==> src/rtl/leaves_pkg.sv <==
// Shared defaults, patch type and controller state encoding for the leaf patch memory controller.
package leaves_pkg;

    localparam int unsigned DATA_WIDTH = 11;
    localparam int unsigned PATCH_SIZE = 5;
    localparam int unsigned LEAF_SIZE  = 8;
    localparam int unsigned NUM_LEAVES = 64;

    typedef logic [PATCH_SIZE-1:0][DATA_WIDTH-1:0] patch_t;

    typedef enum logic [1:0] {
        IDLE  = 2'd0,
        LOAD  = 2'd1,
        QUERY = 2'd2
    } ctrl_state_e;

endpackage

==> src/rtl/rr_arbiter.sv <==
// Round-robin arbiter: grants the first requester strictly after the pointer.
module rr_arbiter
#(
    parameter int unsigned NUM_REQ  = 4,
    parameter int unsigned ID_WIDTH = $clog2(NUM_REQ)
)
(
    input  logic [NUM_REQ-1:0]  req,
    input  logic [ID_WIDTH-1:0] pointer,
    input  logic                advance,
    output logic [NUM_REQ-1:0]  grant,
    output logic [ID_WIDTH-1:0] grant_idx
);
    import leaves_pkg::*;

    logic found;

    // Scan requesters in rotating order starting just after the pointer.
    always_comb begin
        grant     = '0;
        grant_idx = '0;
        found     = 1'b0;
        for (int unsigned off = 1; off <= NUM_REQ; off++) begin
            for (int unsigned j = 0; j < NUM_REQ; j++) begin
                if (advance && !found && req[j] &&
                    (j == ((32'(pointer) + off) % NUM_REQ))) begin
                    found     = 1'b1;
                    grant[j]  = 1'b1;
                    grant_idx = ID_WIDTH'(j);
                end
            end
        end
    end

endmodule

==> src/rtl/leaves_mem_ctrl.sv <==
// Leaf patch memory controller: packs patches into leaf rows during LOAD and
// arbitrates the single read port among requesters during QUERY.
module leaves_mem_ctrl
#(
    parameter int unsigned DATA_WIDTH = leaves_pkg::DATA_WIDTH,
    parameter int unsigned PATCH_SIZE = leaves_pkg::PATCH_SIZE,
    parameter int unsigned LEAF_SIZE  = leaves_pkg::LEAF_SIZE,
    parameter int unsigned NUM_LEAVES = leaves_pkg::NUM_LEAVES,
    parameter int unsigned ADDR_WIDTH = $clog2(NUM_LEAVES),
    parameter int unsigned NUM_REQ    = 4,
    parameter int unsigned ID_WIDTH   = $clog2(NUM_REQ)
)
(
    input  logic                                      clk,
    input  logic                                      rst,
    input  logic                                      load_start,
    input  logic                                      patch_valid,
    output logic                                      patch_ready,
    input  logic [PATCH_SIZE*DATA_WIDTH-1:0]          patch_data,
    output logic                                      load_done,
    input  logic [NUM_REQ-1:0]                        req_valid,
    input  logic [NUM_REQ*ADDR_WIDTH-1:0]             req_leaf,
    output logic [NUM_REQ-1:0]                        req_ready,
    output logic                                      resp_valid,
    output logic [ID_WIDTH-1:0]                       resp_id,
    output logic                                      mem_wen,
    output logic [ADDR_WIDTH-1:0]                     mem_wadr,
    output logic [LEAF_SIZE*PATCH_SIZE*DATA_WIDTH-1:0] mem_wdata,
    output logic                                      mem_ren,
    output logic [ADDR_WIDTH-1:0]                     mem_radr
);
    import leaves_pkg::*;

    localparam int unsigned PW   = PATCH_SIZE * DATA_WIDTH;
    localparam int unsigned PC_W = (LEAF_SIZE > 1) ? $clog2(LEAF_SIZE) : 1;

    ctrl_state_e                     state_q, state_d;
    logic [PC_W-1:0]                 patch_cnt_q, patch_cnt_d;
    logic [ADDR_WIDTH-1:0]           leaf_cnt_q, leaf_cnt_d;
    logic [LEAF_SIZE-1:0][PW-1:0]    buf_q, buf_d, row_next;
    logic [LEAF_SIZE*PW-1:0]         mem_wdata_q, mem_wdata_d;
    logic [ADDR_WIDTH-1:0]           mem_wadr_q, mem_wadr_d;
    logic                            mem_wen_q, mem_wen_d;
    logic                            resp_valid_q, resp_valid_d;
    logic [ID_WIDTH-1:0]             resp_id_q, resp_id_d;
    logic [ID_WIDTH-1:0]             rr_ptr_q, rr_ptr_d;

    logic [NUM_REQ-1:0]                 grant;
    logic [ID_WIDTH-1:0]                grant_idx;
    logic                               grant_any;
    logic                               accept;
    logic [NUM_REQ-1:0][ADDR_WIDTH-1:0] req_leaf_arr;

    assign req_leaf_arr = req_leaf;

    rr_arbiter #(
        .NUM_REQ  (NUM_REQ),
        .ID_WIDTH (ID_WIDTH)
    ) u_arb (
        .req       (req_valid),
        .pointer   (rr_ptr_q),
        .advance   (state_q == QUERY),
        .grant     (grant),
        .grant_idx (grant_idx)
    );

    assign grant_any   = |grant;
    assign patch_ready = (state_q == LOAD);
    assign load_done   = (state_q == QUERY);
    assign accept      = patch_ready & patch_valid & ~load_start;
    assign req_ready   = grant;
    assign mem_ren     = grant_any;
    assign mem_radr    = grant_any ? req_leaf_arr[grant_idx] : '0;
    assign mem_wen     = mem_wen_q;
    assign mem_wadr    = mem_wadr_q;
    assign mem_wdata   = mem_wdata_q;
    assign resp_valid  = resp_valid_q;
    assign resp_id     = resp_id_q;

    // Next-state: load_start overrides any patch handshake in the same cycle.
    always_comb begin
        state_d      = state_q;
        patch_cnt_d  = patch_cnt_q;
        leaf_cnt_d   = leaf_cnt_q;
        buf_d        = buf_q;
        mem_wdata_d  = mem_wdata_q;
        mem_wadr_d   = mem_wadr_q;
        mem_wen_d    = 1'b0;
        resp_valid_d = grant_any;
        resp_id_d    = grant_idx;
        rr_ptr_d     = grant_any ? grant_idx : rr_ptr_q;

        row_next              = buf_q;
        row_next[patch_cnt_q] = patch_data;

        if (load_start) begin
            state_d     = LOAD;
            patch_cnt_d = '0;
            leaf_cnt_d  = '0;
        end else if (accept) begin
            buf_d = row_next;
            if (patch_cnt_q == PC_W'(LEAF_SIZE - 1)) begin
                patch_cnt_d = '0;
                mem_wdata_d = row_next;
                mem_wadr_d  = leaf_cnt_q;
                mem_wen_d   = 1'b1;
                leaf_cnt_d  = leaf_cnt_q + 1'b1;
                if (leaf_cnt_q == ADDR_WIDTH'(NUM_LEAVES - 1)) begin
                    state_d = QUERY;
                end
            end else begin
                patch_cnt_d = patch_cnt_q + 1'b1;
            end
        end
    end

    // State and output registers with synchronous reset.
    always_ff @(posedge clk) begin
        if (rst) begin
            state_q      <= IDLE;
            patch_cnt_q  <= '0;
            leaf_cnt_q   <= '0;
            buf_q        <= '0;
            mem_wdata_q  <= '0;
            mem_wadr_q   <= '0;
            mem_wen_q    <= 1'b0;
            resp_valid_q <= 1'b0;
            resp_id_q    <= '0;
            rr_ptr_q     <= ID_WIDTH'(NUM_REQ - 1);
        end else begin
            state_q      <= state_d;
            patch_cnt_q  <= patch_cnt_d;
            leaf_cnt_q   <= leaf_cnt_d;
            buf_q        <= buf_d;
            mem_wdata_q  <= mem_wdata_d;
            mem_wadr_q   <= mem_wadr_d;
            mem_wen_q    <= mem_wen_d;
            resp_valid_q <= resp_valid_d;
            resp_id_q    <= resp_id_d;
            rr_ptr_q     <= rr_ptr_d;
        end
    end

endmodule

==> config.mk <==
export PLATFORM = sky130hd
export DESIGN_NAME = leaves_mem_ctrl
export DESIGN_NICKNAME = d
export VERILOG_FILES = /design/src/rtl/leaves_pkg.sv /design/src/rtl/rr_arbiter.sv /design/src/rtl/leaves_mem_ctrl.sv
export SDC_FILE = /design/constraint.sdc
export NUM_CORES = 2
export LEC_CHECK = 0
export CORE_MARGIN = 3
export CORE_UTILIZATION = 35
export DETAILED_ROUTE_END_ITERATION = 10
export DONT_BUFFER_PORTS = 1
export PLACE_DENSITY_LB_ADDON = 0.05
export REMOVE_ABC_BUFFERS = 1
export SLEW_MARGIN = 30
export SYNTH_ARGS = -nofsm -noshare
export SYNTH_HDL_FRONTEND = slang
export SYNTH_HIERARCHICAL = 1
export SYNTH_SLANG_ARGS = --single-unit
==> constraint.sdc <==
create_clock -name clk -period 10.5 [get_ports clk]
set_clock_uncertainty 0.1 [all_clocks]
set_input_delay 3.15 -clock clk [delete_from_list [all_inputs] [get_ports clk]]
set_output_delay 3.15 -clock clk [all_outputs]
set_load 0.05 [all_outputs]
Word level (Yosys, flattened, before mapping)
Index checks and enable logic that the tools add are counted.

cells by class
  add/subtract/negate cells = 6
  $lt $le $gt $ge = 3
  equal/unequal tests = 16
  multiplexer cells = 57
  bitwise gates (word level) = 4
  reductions and logical operators = 78

operators with widths
  kind                                                               number
  bitwise mux 440 bit                                                1
  demux 55 bit (select 3 bit)                                        1
  logical NOT 32 bit                                                 4
  two-way mux 55 bit                                                 1
  logical AND 1 bit                                                  48
  two-way mux 1 bit                                                  36
  two-way mux 2 bit                                                  14
  == test 2 bit, first input constant                                8
  logical NOT 1 bit                                                  15
  binary-select mux 6 bit (select 2 bit)                             1
  two-way mux 6 bit                                                  2
  AND reduction 3 bit                                                3
  == test 1 x 2 -> 1 bit, first input constant                       4
  adder 6 x 1 -> 6 bit, second input constant                        1
  == test 6 bit, second input constant                               1
  nonzero test 2 bit                                                 3
  adder 2 x 1 -> 2 bit, second input constant                        2
  adder 2 bit, second input constant                                 2
  less-than comparator 3 x 4 -> 1 bit, second input constant         1
  AND reduction 2 bit                                                2
  OR reduction 4 bit                                                 1
  adder 3 x 1 -> 3 bit, second input constant                        1
  == test 3 bit, second input constant                               1
  greater-or-equal comparator 3 x 1 -> 1 bit, second input constant  1
  8 further kinds                                                    10

storage, ports and cells
  flip-flop bits (word level) = 903
  bits of input ports = 87
  output and inout port bits = 463
  word-level logic and storage cells = 182

Depth between registers and ports, before layout
  depth in word-level cells = 82
  mapped depth = 8
  depth with buffers taken out = 7

By module
Netlist, hierarchy kept.

modules (own cells, without submodules)
  module           times used  cells each  area an instance (um2)  seq. area each (um2)
  leaves_mem_ctrl  1           4747        37676.1                 18077.3
  rr_arbiter       1           36          212.7                   0.0

Worst setup path after synthesis
No wires, ideal clock.

  path kind = input-to-output
  from = in req_valid[1]
  to = out mem_radr[0]
  arrival time = 5.797 ns
  data required time = 7.250 ns
  path slack = 1.453 ns
  cell stages on the path = 6
  path buffers = 1
  path through = inv_1 -> nand4_1 -> o31ai_1 -> nor4_1 -> clkbuf_1 -> nor2b_1

between the ends
  elaborated cells between the ends (all ways) = 106
  those cells by class = mux: 47; reduce/logical: 59

RTL lines
  item                             RTL line               text
  start, declared                  leaves_mem_ctrl.sv:21  input logic [NUM_REQ-1:0] req_valid,
  logical AND 1 bit (2 in series)  rr_arbiter.sv:25       if (advance && !found && req[j] &&
  two-way mux 1 bit                rr_arbiter.sv:25
  logical NOT 1 bit                rr_arbiter.sv:25
  logical AND 1 bit (3 in series)  rr_arbiter.sv:25
  two-way mux 1 bit                rr_arbiter.sv:25
  logical NOT 1 bit                rr_arbiter.sv:25
  logical AND 1 bit (3 in series)  rr_arbiter.sv:25
  two-way mux 1 bit                rr_arbiter.sv:25
  (+46 left out)                   -
  logical AND 1 bit (3 in series)  rr_arbiter.sv:25
  two-way mux 1 bit                rr_arbiter.sv:25
  logical NOT 1 bit                rr_arbiter.sv:25
  logical AND 1 bit (3 in series)  rr_arbiter.sv:25
  two-way mux 1 bit (*)            rr_arbiter.sv:25
  via req_ready[2]                 leaves_mem_ctrl.sv:23  output logic [NUM_REQ-1:0] req_ready,
  OR reduction 4 bit (*)           leaves_mem_ctrl.sv:67  assign grant_any = |grant;
  two-way mux 6 bit (*)            leaves_mem_ctrl.sv:73  assign mem_radr = grant_any ? req_leaf_arr[grant_idx] : '0;
  end, declared                    leaves_mem_ctrl.sv:30  output logic [ADDR_WIDTH-1:0] mem_radr

The timed path passes the listed nets; every way through them passes the cells marked *. The select of a mux whose other input is x is not followed.

Worst setup path after layout
  from = in req_valid[1]
  to = out mem_radr[2]

between the ends
  word-level cells in the longest chain between the ends = 76
  elaborated cells between the ends (all ways) = 106
  those cells by class = mux: 47; reduce/logical: 59

ends and longest elaborated chain
  item                                         RTL line               text
  logical AND 1 bit (2 in series)              rr_arbiter.sv:25
  two-way mux 1 bit                            rr_arbiter.sv:25
  logical NOT 1 bit                            rr_arbiter.sv:25
  logical AND 1 bit (3 in series)              rr_arbiter.sv:25
  two-way mux 1 bit                            rr_arbiter.sv:25
  logical NOT 1 bit                            rr_arbiter.sv:25
  logical AND 1 bit (3 in series)              rr_arbiter.sv:25
  two-way mux 1 bit                            rr_arbiter.sv:25
  (+54 left out)                               -
  two-way mux 1 bit                            rr_arbiter.sv:25
  logical NOT 1 bit                            rr_arbiter.sv:25
  logical AND 1 bit (3 in series)              rr_arbiter.sv:25
  two-way mux 2 bit (*)                        rr_arbiter.sv:25
  via grant_idx[1]                             leaves_mem_ctrl.sv:49  logic [ID_WIDTH-1:0] grant_idx;
  binary-select mux 6 bit (select 2 bit) (*)   leaves_mem_ctrl.sv:73
  two-way mux 6 bit (implied by the code) (*)  leaves_mem_ctrl.sv:73
  two-way mux 6 bit (*)                        leaves_mem_ctrl.sv:73

Marks and branches as above.

==> reports/qor.csv <==
metric,value,unit
drv_cap,0,
crit_required,7.25,ns
power_density,176.3,mW/mm2
dieArea,0.1122,mm2
yosysWarnings,6,
synth_area_leaders,"dfxtp_1 48%, a21oi_1 12%, a311oi_1 10%",
worst_slew_pin_slew,1.111,ns
p_leak,11.23,nW
grt_use_total,24.28,%
yosysTopAreaCell,dfxtp_1,
antenna_found_initial,1,
cts_hold_buf,0,
netlist_instances,4783,
grt_overflow_total,0,
gp_congestion,0.7449,
cts-resized-gates,0,
slowest_delay,0.80,ns
instances_no_fill,5775,
async_flop_share,0,%
synth.distinct_cells,47,
ios,550,
final_hold_viol_count,0,
insertedDiodeCount,0,
clock_tree.root_cell,clkbuf_16,
clkTransAtPathRegs,0.06,ns
cp_top_family,simple AND/OR/NAND/NOR gates,
clock.fmax,117.6,MHz
synth_flop_cell,dfxtp_1,
path_class,in2out,
drc,0,
first_iter_violations,2646,
fp-row-count,120,
totalWireLength,142.7,mm
grt.busiest_layer,met2,
cts_setup_buffers,0,
start_kind,primary input,
rsz0062_at_grt,false,
core,0.1072,mm2
grt_util_met2,38.04,%
die_h,335.0,um
first_global_vias,31600,
cts_max_level,3,
drt_first_pass_iters,5,
vias,33710,
worstPathMaxFanout,8,
finalSetupViolCount,0,
fillers,11090,
grt_max_degree,897,
syn_area_per_cell,7.922,um2
clk_path_buf_depth,3,
crit_slowest_cell,nor2b_1,
area_growth,8.325,%
status,completed,
crit_arrival,5.25,ns
tritoncts,built,
cts_sinks,903,
slew_viol_final,0,
final_nets,4376,
grt_use_met1,32.32,%
synth_edf_count,0,
cts_made_buffers,103,
final_cell_mix,"903 x dfxtp_1, 896 x a21oi_1, 892 x nand2_1",
start_util,35.34,%
routedWlPerCell,24.71,um
fin_crit,8.502,ns
vdd_drop_max,0.1096,mV
syn_area,0.03789,mm2
placement.io_buffers,0,
crit_chain,inv_1 -> nand4_1 -> o211ai_1 -> mux4_2 -> nor2b_1,
final_common_cell,dfxtp_1,
grt_pass1_wl,214.4,mm
placed_cells,5577,
cp-end-kind,primary output,
clock_latency,0.69,ns
fin_tns_setup,0,ns
hpwl,73.19,mm
via_per_inst,5.838,
slew_headroom,25.95,%
cp_num_buf_inv,1,
ys_seq_area_share,47.71,%
synth_top_area_share,47.71,%
met3_usage,7.362,%
synth_seq_cells,903,
drive_gt1_share,5.741,%
fin_crit_sh,80.97,%
ant_nets,0,
hp-class,reg2reg,
die_w,335.0,um
-- state kept, by name, indices dropped and copies added, names as in the netlist, 2 cells and up --
| name | count |
|---|---|
| leaf_cnt_q | 6 |
| state_q | 2 |
| mem_wdata | 440 |
| patch_cnt_q | 3 |
| buf_q | 440 |
| mem_wadr | 6 |
| rr_ptr_q | 2 |
| resp_id | 2 |
-- worst paths after layout --
kind                            slack, ns        endpoint  cells past startpoint      startpoint
worst max register to register       5.54  mem_wdata[221]                      7  patch_cnt_q[0]
worst min-delay path                 0.36  mem_wdata[434]                      2      buf_q[434]
worst min register to register       0.36  mem_wdata[434]                      2      buf_q[434]
worst max-delay path                 2.00     mem_radr[2]                      5    req_valid[1]
-- final cells by class --
| type | count | area, um2 | share of cell area, % |
|---|---|---|---|
| Inverter | 6 | 22.52 | 0.05487 |
| Clock buffer | 163 | 3196 | 7.786 |
| Timing Repair Buffer | 57 | 724.4 | 1.765 |
| Multi-Input combinational cell | 3215 | 17040 | 41.53 |
| Tap cell | 1403 | 1755 | 4.277 |
| Clock inverter | 28 | 224.0 | 0.5457 |
| Sequential cell | 903 | 18080 | 44.04 |
-- per-layer routing --
layer | up-vias | share of wire, %
li1 | 16160 | -
met2 | 898 | 46
met3 | 145 | 8.1
met5 | - | 0
met4 | 0 | 2.3
met1 | 16510 | 44
-- cells in the mapped netlist (all sizes together), types with 3 or more instances --
library cell,number
and3b,4
nor3b,3
nor2,8
buf,301
a311oi,440
o31ai,4
ha,3
or3b,3
o21ai,452
a21oi,896
or4,3
or3,4
nor2b,12
nor3,4
nand3,449
clkbuf,358
nand3b,4
nand2,892
dfxtp,903
inv,6
and3,3
mux4,6
-- power by group --
part / switching (W) / total, W / internal, W / leakage (nW)
clock: 0.00152 / 0.00363 / 0.00211 / 1.71
combinational: 0.000138 / 0.000168 / 0.0000297 / 2.25
sequential: 0.00000355 / 0.00344 / 0.00343 / 7.27
total: 0.00166 / 0.00724 / 0.00557 / 11.2
-- metrics by stage --
stage	utilization (%)	hold slack, ns	cell area (um2)	worst slack [ns]	power, W
after floorplan	-	0.3463	35030	-9.471	0.003579
after global placement	34.85	0.3606	37360	1.852	0.003618
after detailed placement	34.92	0.3662	37430	2.003	0.003618
after CTS	38.11	0.3612	40850	1.997	0.007267
after global routing	38.29	0.3843	41040	1.866	0.007482
final	38.29	0.3613	41040	1.998	0.007236
-- logic make-up after synthesis --
logic type | Yosys count | synth area share (%)
fa+ha+maj | 3 | 0.09908
simple gates | 1400 | 15.87
compound gates | 1806 | 28.36
mux | 6 | 0.3566
flops | 903 | 47.71
buf+inv | 665 | 7.602
-- tightest hold or removal path, cell delays in order (launching register included) --
cell	delay [ns]
dfxtp_1	0.30
nand2_1	0.05
a311oi_1	0.07
Power figures use the tool's default switching activity.
